[config.mk]
export PLATFORM = sky130hd
export DESIGN_NAME = cpu_clk_ctrl
export DESIGN_NICKNAME = d
export VERILOG_FILES = /design/src/rtl/cpu_clk_ctrl.sv
export SDC_FILE = /design/constraint.sdc
export NUM_CORES = 1
export LEC_CHECK = 0
export ABC_CLOCK_PERIOD_IN_PS = 2200
export CAP_MARGIN = 20
export CORE_MARGIN = 1.5
export CORE_UTILIZATION = 54
export CTS_CLUSTER_DIAMETER = 50
export DETAILED_ROUTE_END_ITERATION = 6
export PLACE_DENSITY_LB_ADDON = 0.1
export SYNTH_ARGS = -nofsm -noshare
export SYNTH_HDL_FRONTEND = slang
export SYNTH_SLANG_ARGS = --single-unit
[constraint.sdc]
create_clock -name clk -period 2.2 [get_ports clk]
set_clock_uncertainty 0.1 [all_clocks]
set_input_delay 0.44 -clock clk [delete_from_list [all_inputs] [get_ports clk]]
set_output_delay 0.44 -clock clk [all_outputs]
set_load 0.005 [all_outputs]
[src/rtl/cpu_clk_ctrl.sv]
// cpu_clk_ctrl: run/step controller turning the divided clock or a debounced button into a one-cycle CPU enable
module cpu_clk_ctrl #(
  parameter int DEBOUNCE_CYCLES = 1000,
  parameter int CNT_W = 20
) (
  input  logic        clk,
  input  logic        rst_n,
  input  logic        tick_in,
  input  logic        mode_run,
  input  logic        step_btn,
  input  logic        halt,
  output logic        cpu_en,
  output logic [15:0] step_count,
  output logic [1:0]  state,
  output logic        btn_stable
);
  typedef enum logic [1:0] {HALT, RUN, STEP, HOLD} state_t;
  localparam logic [CNT_W-1:0] CNT_MAX = CNT_W'(DEBOUNCE_CYCLES - 1);
  state_t state_q, state_d;
  logic [2:0] tick_q;
  logic [1:0] mode_q, btn_q;
  logic [CNT_W-1:0] cnt_q, cnt_d;
  logic [15:0] step_count_q, step_count_d;
  logic btn_stable_q, btn_stable_d, btn_prev_q, cpu_en_q, cpu_en_d;
  logic mode_run_s, step_btn_s, tick_rise, press, cnt_done;
  always_comb begin
    mode_run_s = mode_q[1];
    step_btn_s = btn_q[1];
    tick_rise = tick_q[1] & ~tick_q[2];
    press = btn_stable_q & ~btn_prev_q;
    cnt_done = cnt_q == CNT_MAX;
    cnt_d = (step_btn_s == btn_stable_q || cnt_done) ? '0 : cnt_q + 1'b1;
    btn_stable_d = (step_btn_s != btn_stable_q && cnt_done) ? step_btn_s : btn_stable_q;
    cpu_en_d = ~halt & ((state_q == RUN && mode_run_s && tick_rise) || (state_q == STEP && !mode_run_s && press));
    state_d = halt ? HALT :
              (state_q == HALT || state_q == RUN) ? (mode_run_s ? RUN : STEP) :
              mode_run_s ? RUN :
              (state_q == STEP) ? (press ? HOLD : STEP) :
              (btn_stable_q ? HOLD : STEP);
    step_count_d = step_count_q + 16'(cpu_en_d);
  end
  // tick_q: [0] metastable, [1] synchronized, [2] previous synchronized
  always_ff @(posedge clk or negedge rst_n) begin
    if (!rst_n) begin
      tick_q <= '0;
      mode_q <= '0;
      btn_q <= '0;
      cnt_q <= '0;
      btn_stable_q <= 1'b0;
      btn_prev_q <= 1'b0;
      cpu_en_q <= 1'b0;
      step_count_q <= '0;
      state_q <= HALT;
    end else begin
      tick_q <= {tick_q[1:0], tick_in};
      mode_q <= {mode_q[0], mode_run};
      btn_q <= {btn_q[0], step_btn};
      cnt_q <= cnt_d;
      btn_stable_q <= btn_stable_d;
      btn_prev_q <= btn_stable_q;
      cpu_en_q <= cpu_en_d;
      step_count_q <= step_count_d;
      state_q <= state_d;
    end
  end
  assign cpu_en = cpu_en_q;
  assign step_count = step_count_q;
  assign state = state_q;
  assign btn_stable = btn_stable_q;
endmodule
==> flow_summary_export.csv, run 1 <==
group,metric,value,unit
yosys,synth_top_area_cell,"dfrtp_1",
yosys,async_flop_share,100,%
worst_hold_path,worstHoldPathType,"primary input to asynchronous set/reset pin",
critical_path,crit_path_max_fanout,4,
power,max-vdd-ir-drop,0.504,mV
floorplanning,start_util,55.9,%
timing,setup_violations,0,
critical_path,reg2reg_setup_slack,0.14,ns
floorplanning,core_area,3660,sq um
floorplanning,fp.dieW,64.6,um
yosys,syn-cell-area,2050,sq um
cts,cts_tree,"built",
yosys,syn_nets,194,
floorplanning,row_count,22,
critical_path,cp.arrival,2.17,ns
cts,clock_tree.root_cell,"clkbuf_8",
drt,via_count,1415,
cts,clock_latency,0.29,ns
critical_path,critical_path.n_buffers_inverters,1,
timing,fmax,485,MHz
placement,gp_congestion,0.832,
grt,grtUsageTotal,19.8,%
critical_path,critPathSlowestCell,"dfrtp_1",
critical_path,critPathMaxStageDelay,0.41,ns
yosys,synth-seq-area-share,58.6,%
drt,avgRoutedWirePerCell,13.3,um
critical_path,worstPathCellList,"nor4_1 > a21oi_1 > nor2_1 > ha_1 > nand4_1 > buf_4 > nor2_1 > xor2_1",
timing,fin_crit,2.06,ns
timing,finalMaxSlewViolations,0,
yosys,synth_cells,185,
cts,numClockSinks,48,
finish,layout-drive-gt1-share,9.87,%
cts,htree_levels,2,
placement,port_buffers,25,
yosys,synth.most_common_cell,"dfrtp_1",
floorplanning,ios,26,
grt,grt_pass1_vias,1433,
power,p_per_area,618,nW/um^2
finish,final_nets,231,
yosys,avgSynthCellArea,11.1,sq um
timing,finalSetupTns,0,ns
yosys,synth_area_leaders,"dfrtp_1 (59%), xnor2_1 (8.6%), nor2_1 (5.3%)",
drt,drtIter0Drc,72,
timing,worst_pin_slew,0.583,ns
cts,clkTransAtPathRegs,0.08,ns
placement,dpl_cell_area,2390,sq um
cts,cts_made_buffers,5,
finish,n_antenna_cell,0,
critical_path,critPathKind,"flop to flop",
drt,dr.pass1.iters,3,
critical_path,r2r-start,"state[0]$_DFF_PN0_",
drt,ant_nets,0,
cts,clockBufferDepth,2,
placement,dpl.cell_count,263,
drt,vias_per_cell,5.22,
power,p_leak,0.00109,uW
yosys,synth.distinct_cells,28,
critical_path,r2r-end,"step_count[9]$_DFF_PN0_",
timing,rsz0062_at_grt,"no",
power,finalPower,1540,uW
yosys,synth_seq_cells,48,
grt,antenna_found_initial,0,
critical_path,cp_common_cell,"nor2_1",
grt,grt_first_pass_wirelength,6420,um
critical_path,required,2.31,ns
critical_path,end_kind,"flop",
run_status,status,"finished clean",
timing,period_share,93.8,%
yosys,synth_ff_type,"dfrtp_1",
finish,areaGrowthSynthToFinish,21.7,%
placement,hpwl,2590,um
yosys,synth_common_cells,"dfrtp_1 (48), nor2_1 (29), xnor2_1 (20)",
timing,slew_headroom,61.1,%
run,cap_violations,0,
grt,gr-total-overflow,0,
floorplanning,die-area,4170,sq um
finish,final_area,2490,sq um
floorplanning,die_h,64.6,um
drt,drt_wl_total,3600,um
critical_path,worstRegToRegCells,8,
critical_path,critPathTopFamily,"simple AND/OR/NAND/NOR gates",
drt,drc,0,
timing,hold_violations,0,
grt,grt_max_degree,49,
finish,instances_no_fill,271,
finish,fill_cells,281,
yosys,synth_edf_count,0,
yosys,yosysWarningCount,0,
critical_path,setup.worst_path.start_class,"flop",
yosys,synth_top_area_share,58.6,%
## power breakdown
group / switching [uW] / internal, uW
clock: 266 / 251
combinational: 42.1 / 48.9
sequential: 22.5 / 909
total: 331 / 1210
## through the flow
stage          setup WS (ns)  hold slack, ns  util [%]
3_5_place_dp          0.0253           0.239      65.4
5_1_grt              0.00743           0.182      68.1
3_3_place_gp          0.0451           0.237      65.4
6_report               0.137           0.136      68.1
4_1_cts                0.179           0.151      67.9
2_1_floorplan          0.299          0.0444         -
## kinds of logic (layout without fill, tap and decap cells)
group,Yosys count,in the layout,synth area share (%)
xor+xnor,29,29,12.4
compound gates,10,10,2.87
simple gates,86,86,21.9
buf+inv,7,45,1.34
flops,48,48,58.6
mux,2,2,1.04
fa+ha+maj,3,3,1.83
## per-layer routing
metal	part of all wire (%)	global-route usage (%)
met1	49	27.6
met2	48	31.5
met3	2.9	5.21
met4	0.36	4.26
met5	0	0
## layout by cell type (no fill, tap or decap), types with 2 or more instances in the layout
master	instances
nand4_1	8
clkdlybuf4s50_1	24
nor4_1	6
o21ai_0	3
and3_1	2
or3_1	2
nor2_1	29
and4_1	2
clkbuf_8	6
nor3_1	8
a21oi_1	4
buf_4	6
ha_1	3
nand3_1	8
xor2_1	9
xnor2_1	20
clkinv_2	2
dfrtp_1	48
nand2_1	14
inv_1	6
## flip-flops by register name (all words and copies together) (netlist names)
signal / count
btn_stable: 1
mode_q: 2
step_count: 16
btn_q: 2
btn_prev_q: 1
cnt_q: 20
tick_q: 3
state: 2
cpu_en: 1
## area by class of cell
type,instances,area (sq um),area share [%]
multi-input combinational,130,826,33.1
sequential,48,1200,48.2
tap,48,60.1,2.41
clock inverter,2,10.0,0.402
clock buffer,6,82.6,3.31
timing repair buffer,31,290,11.6
inverter,6,22.5,0.904
## worst max path at each step
stage	startpoint	endpoint	depth (start not counted)
global placement	halt	step_count[14]$_DFF_PN0_	7
floorplan	state[0]$_DFF_PN0_	step_count[10]$_DFF_PN0_	8
finish	state[0]$_DFF_PN0_	step_count[9]$_DFF_PN0_	8
global route	state[0]$_DFF_PN0_	step_count[9]$_DFF_PN0_	8
CTS	state[0]$_DFF_PN0_	step_count[15]$_DFF_PN0_	7
detailed placement	halt	step_count[10]$_DFF_PN0_	7
## repair_timing
action	4_1_cts	5_1_grt
hold buffers	0	0
endpoints found under the setup margin	0	1
gates resized for setup	0	1
buffers inserted	0	0
Power figures use the tool's default switching activity.
==> run 2: changes to the inputs <==
Settings changed: ABC_AREA set to 1, CORE_UTILIZATION 54 to 55.
==> run 2 against run 1 <==
Total power is 1.7% higher. Synthesized cell count is 41% higher. Critical path depth is 1 higher. Clock power is 2% higher. Sequential cell count stayed put. Critical endpoint is now step_count[12]$_DFF_PN0_. First-iteration DRC count is 8.3% lower. Critical path type unchanged. Largest power group unchanged. Register-to-register slack worse by 0.08 ns. Non-clock buffer count is 2 higher. Synthesized area is 12% higher.
==> flow_summary_export.csv, run 2 <==
group,metric,value,unit
run_status,status,"finished clean",
cts,cts_made_buffers,5,
finish,fill_cells,326,
yosys,synth_ff_type,"dfrtp_1",
finish,multiInputGateArea,1010,sq um
grt,gr-total-overflow,0,
placement,hpwl,3070,um
drt,dr.pass1.iters,4,
grt,grt_max_degree,31,
cts,clkTransAtPathRegs,0.09,ns
drt,ant_nets,0,
critical_path,critPathSlowestCell,"dfrtp_1",
yosys,synth.distinct_cells,22,
floorplanning,start_util,57.2,%
critical_path,critical_path.n_buffers_inverters,0,
grt,grt_first_pass_wirelength,7170,um
drt,via_count,1730,
floorplanning,die-area,4550,sq um
drt,vias_per_cell,4.94,
drt,drtIter0Drc,66,
critical_path,critPathMaxStageDelay,0.41,ns
cts,clock_tree.root_cell,"clkbuf_8",
yosys,synth_edf_count,0,
timing,finalMaxSlewViolations,0,
timing,fin_ws,0.0540,ns
yosys,synth-seq-area-share,52.5,%
cts,htree_levels,2,
power,max-vdd-ir-drop,0.631,mV
timing,finalSetupTns,0,ns
critical_path,worstPathCellList,"nor3_1 > nand3_1 > a21oi_2 > ha_2 > ha_4 > nand3_4 > nor3_4 > nand3_1 > xnor2_1",
floorplanning,ios,26,
yosys,synth_top_area_cell,"dfrtp_1",
yosys,yosysWarningCount,0,
timing,period_share,97.5,%
yosys,syn_nets,269,
timing,hold_violations,0,
placement,dpl.cell_count,341,
critical_path,critPathKind,"flop to flop",
timing,worst_pin_slew,0.630,ns
grt,antenna_found_initial,0,
yosys,synth_common_cells,"nand2_1 (50), dfrtp_1 (48), nor2_1 (48)",
finish,final_cell_mix,"nand2_1 (50), dfrtp_1 (48), nor2_1 (47)",
critical_path,crit_path_max_fanout,4,
yosys,avgSynthCellArea,8.80,sq um
timing,setup_violations,0,
finish,largest_reg_flops,20,
finish,instances_no_fill,350,
grt,grtUsageTotal,21.2,%
placement,dpl_cell_area,2630,sq um
critical_path,setup.worst_path.start_class,"flop",
timing,slew_headroom,58.0,%
yosys,syn-cell-area,2290,sq um
floorplanning,row_count,23,
grt,grt_pass1_vias,1639,
yosys,synth_seq_cells,48,
yosys,synth_area_leaders,"dfrtp_1 (53%), nand2_1 (8.2%), nor2_1 (7.9%)",
finish,final_area,2780,sq um
floorplanning,fp.dieW,67.5,um
worst_hold_path,worstHoldPathType,"primary input to asynchronous set/reset pin",
finish,ff_latch_area,1200,sq um
finish,n_antenna_cell,0,
yosys,synth_cells,260,
cts,clockBufferDepth,2,
floorplanning,core_area,4000,sq um
floorplanning,die_h,67.5,um
cts,clock_latency,0.30,ns
critical_path,required,2.30,ns
placement,preCtsSetupSlack,-0.198,ns
run,cap_violations,0,
yosys,async_flop_share,100,%
timing,fmax,466,MHz
critical_path,cp_common_cell,"nand3_1",
cts,numClockSinks,48,
yosys,synth_top_area_share,52.5,%
finish,utilization,69.4,%
finish,final_nets,308,
power,p_leak,0.00121,uW
power,p_per_area,564,nW/um^2
finish,areaGrowthSynthToFinish,21.4,%
yosys,synth.most_common_cell,"nand2_1",
critical_path,end_kind,"flop",
drt,drc,0,
drt,avgRoutedWirePerCell,12.3,um
drt,drt_wl_total,4310,um
timing,fin_crit,2.15,ns
cts,cts_tree,"built",
placement,port_buffers,25,
placement,gp_congestion,0.902,
finish,regMostFlops,"cnt_q",
critical_path,cp.arrival,2.24,ns
finish,final_common_cell,"nand2_1",
critical_path,critPathTopFamily,"simple AND/OR/NAND/NOR gates",
finish,layout-drive-gt1-share,17.0,%
==> run 2: changes by cell type after synthesis, sizes merged, moves of 3 or more <==
cell / delta
inv: +21
nand2: +42
nor4: -7
nand3: +13
nor2: +33
or3: -3
nand4: -7
and4: -3
xnor2: -9
==> run 2: final cells by class <==
cell class	instances	share of cell area, %
clock buffer	5	2.48
tap	50	2.25
multi-input combinational	184	36.5
sequential	48	43.2
clock inverter	3	0.856
timing repair buffer	33	11.0
inverter	27	3.65
==> run 2: path summary, 6_finish.rpt <==
| path | start | end | slack [ns] | depth (start not counted) |
|---|---|---|---|---|
| max | mode_q[1]$_DFF_PN0_ | step_count[12]$_DFF_PN0_ | 0.05 | 9 |
| max in group asynchronous | rst_n | step_count[7]$_DFF_PN0_ | 1.37 | 2 |
| min | rst_n | cnt_q[16]$_DFF_PN0_ | 0.04 | 1 |
| min reg2reg | tick_q[0]$_DFF_PN0_ | tick_q[1]$_DFF_PN0_ | 0.26 | 0 |
| min in group clk | tick_q[0]$_DFF_PN0_ | tick_q[1]$_DFF_PN0_ | 0.26 | 0 |
| max reg2reg | mode_q[1]$_DFF_PN0_ | step_count[12]$_DFF_PN0_ | 0.05 | 9 |
==> run 2: through the flow <==
stage,power [uW],hold slack (ns)
final,1570,0.0401
after global routing,1640,0.0880
after CTS,1580,0.0635
after detailed placement,1050,0.235
after global placement,1050,0.234
after floorplan,978,0.0444
==> run 2: power by group <==
part / leakage, uW / internal, uW / switching (uW)
Sequential: 0.000636 / 909 / 30.4
Clock: 0.0000404 / 225 / 303
Combinational: 0.000530 / 52.9 / 46.2
==> run 2: worst register-to-register path, cell delays in order, from the launching register on <==
cell     delay, ns
dfrtp_1       0.41
nor3_1        0.19
nand3_1       0.12
a21oi_2       0.18
ha_2          0.24
ha_4          0.16
nand3_4       0.09
nor3_4        0.27
nand3_1       0.13
xnor2_1       0.14
==> run 2: logic make-up after synthesis <==
logic type	share of synthesized area [%]
XOR/XNOR	7.66
buffers and inverters	5.31
AND/OR/NAND/NOR	31.0
flip-flops	52.5
adder cells (fa/ha/maj)	1.64
AO/OA/AOI/OAI	1.86
==> run 2: timing repair <==
item | CTS | global route
hold endpoints to repair | 0 | 0
gates resized for setup | 1 | 9
hold buffers | 0 | 0
setup buffers | 0 | 1
setup endpoints to repair | 1 | 5
pin swaps | 0 | 5
==> run 2: layer usage <==
| metal | share of wire [%] | global-route usage [%] | wire [um] | up-vias |
|---|---|---|---|---|
| li1 | - | - | - | 888 |
| met1 | 46 | 27.7 | 1980 | 811 |
| met2 | 49 | 34.2 | 2100 | 23 |
| met3 | 3.3 | 4.33 | 143 | 8 |
| met4 | 1.8 | 9.18 | 78 | 0 |
| met5 | 0 | 0 | 0 | - |
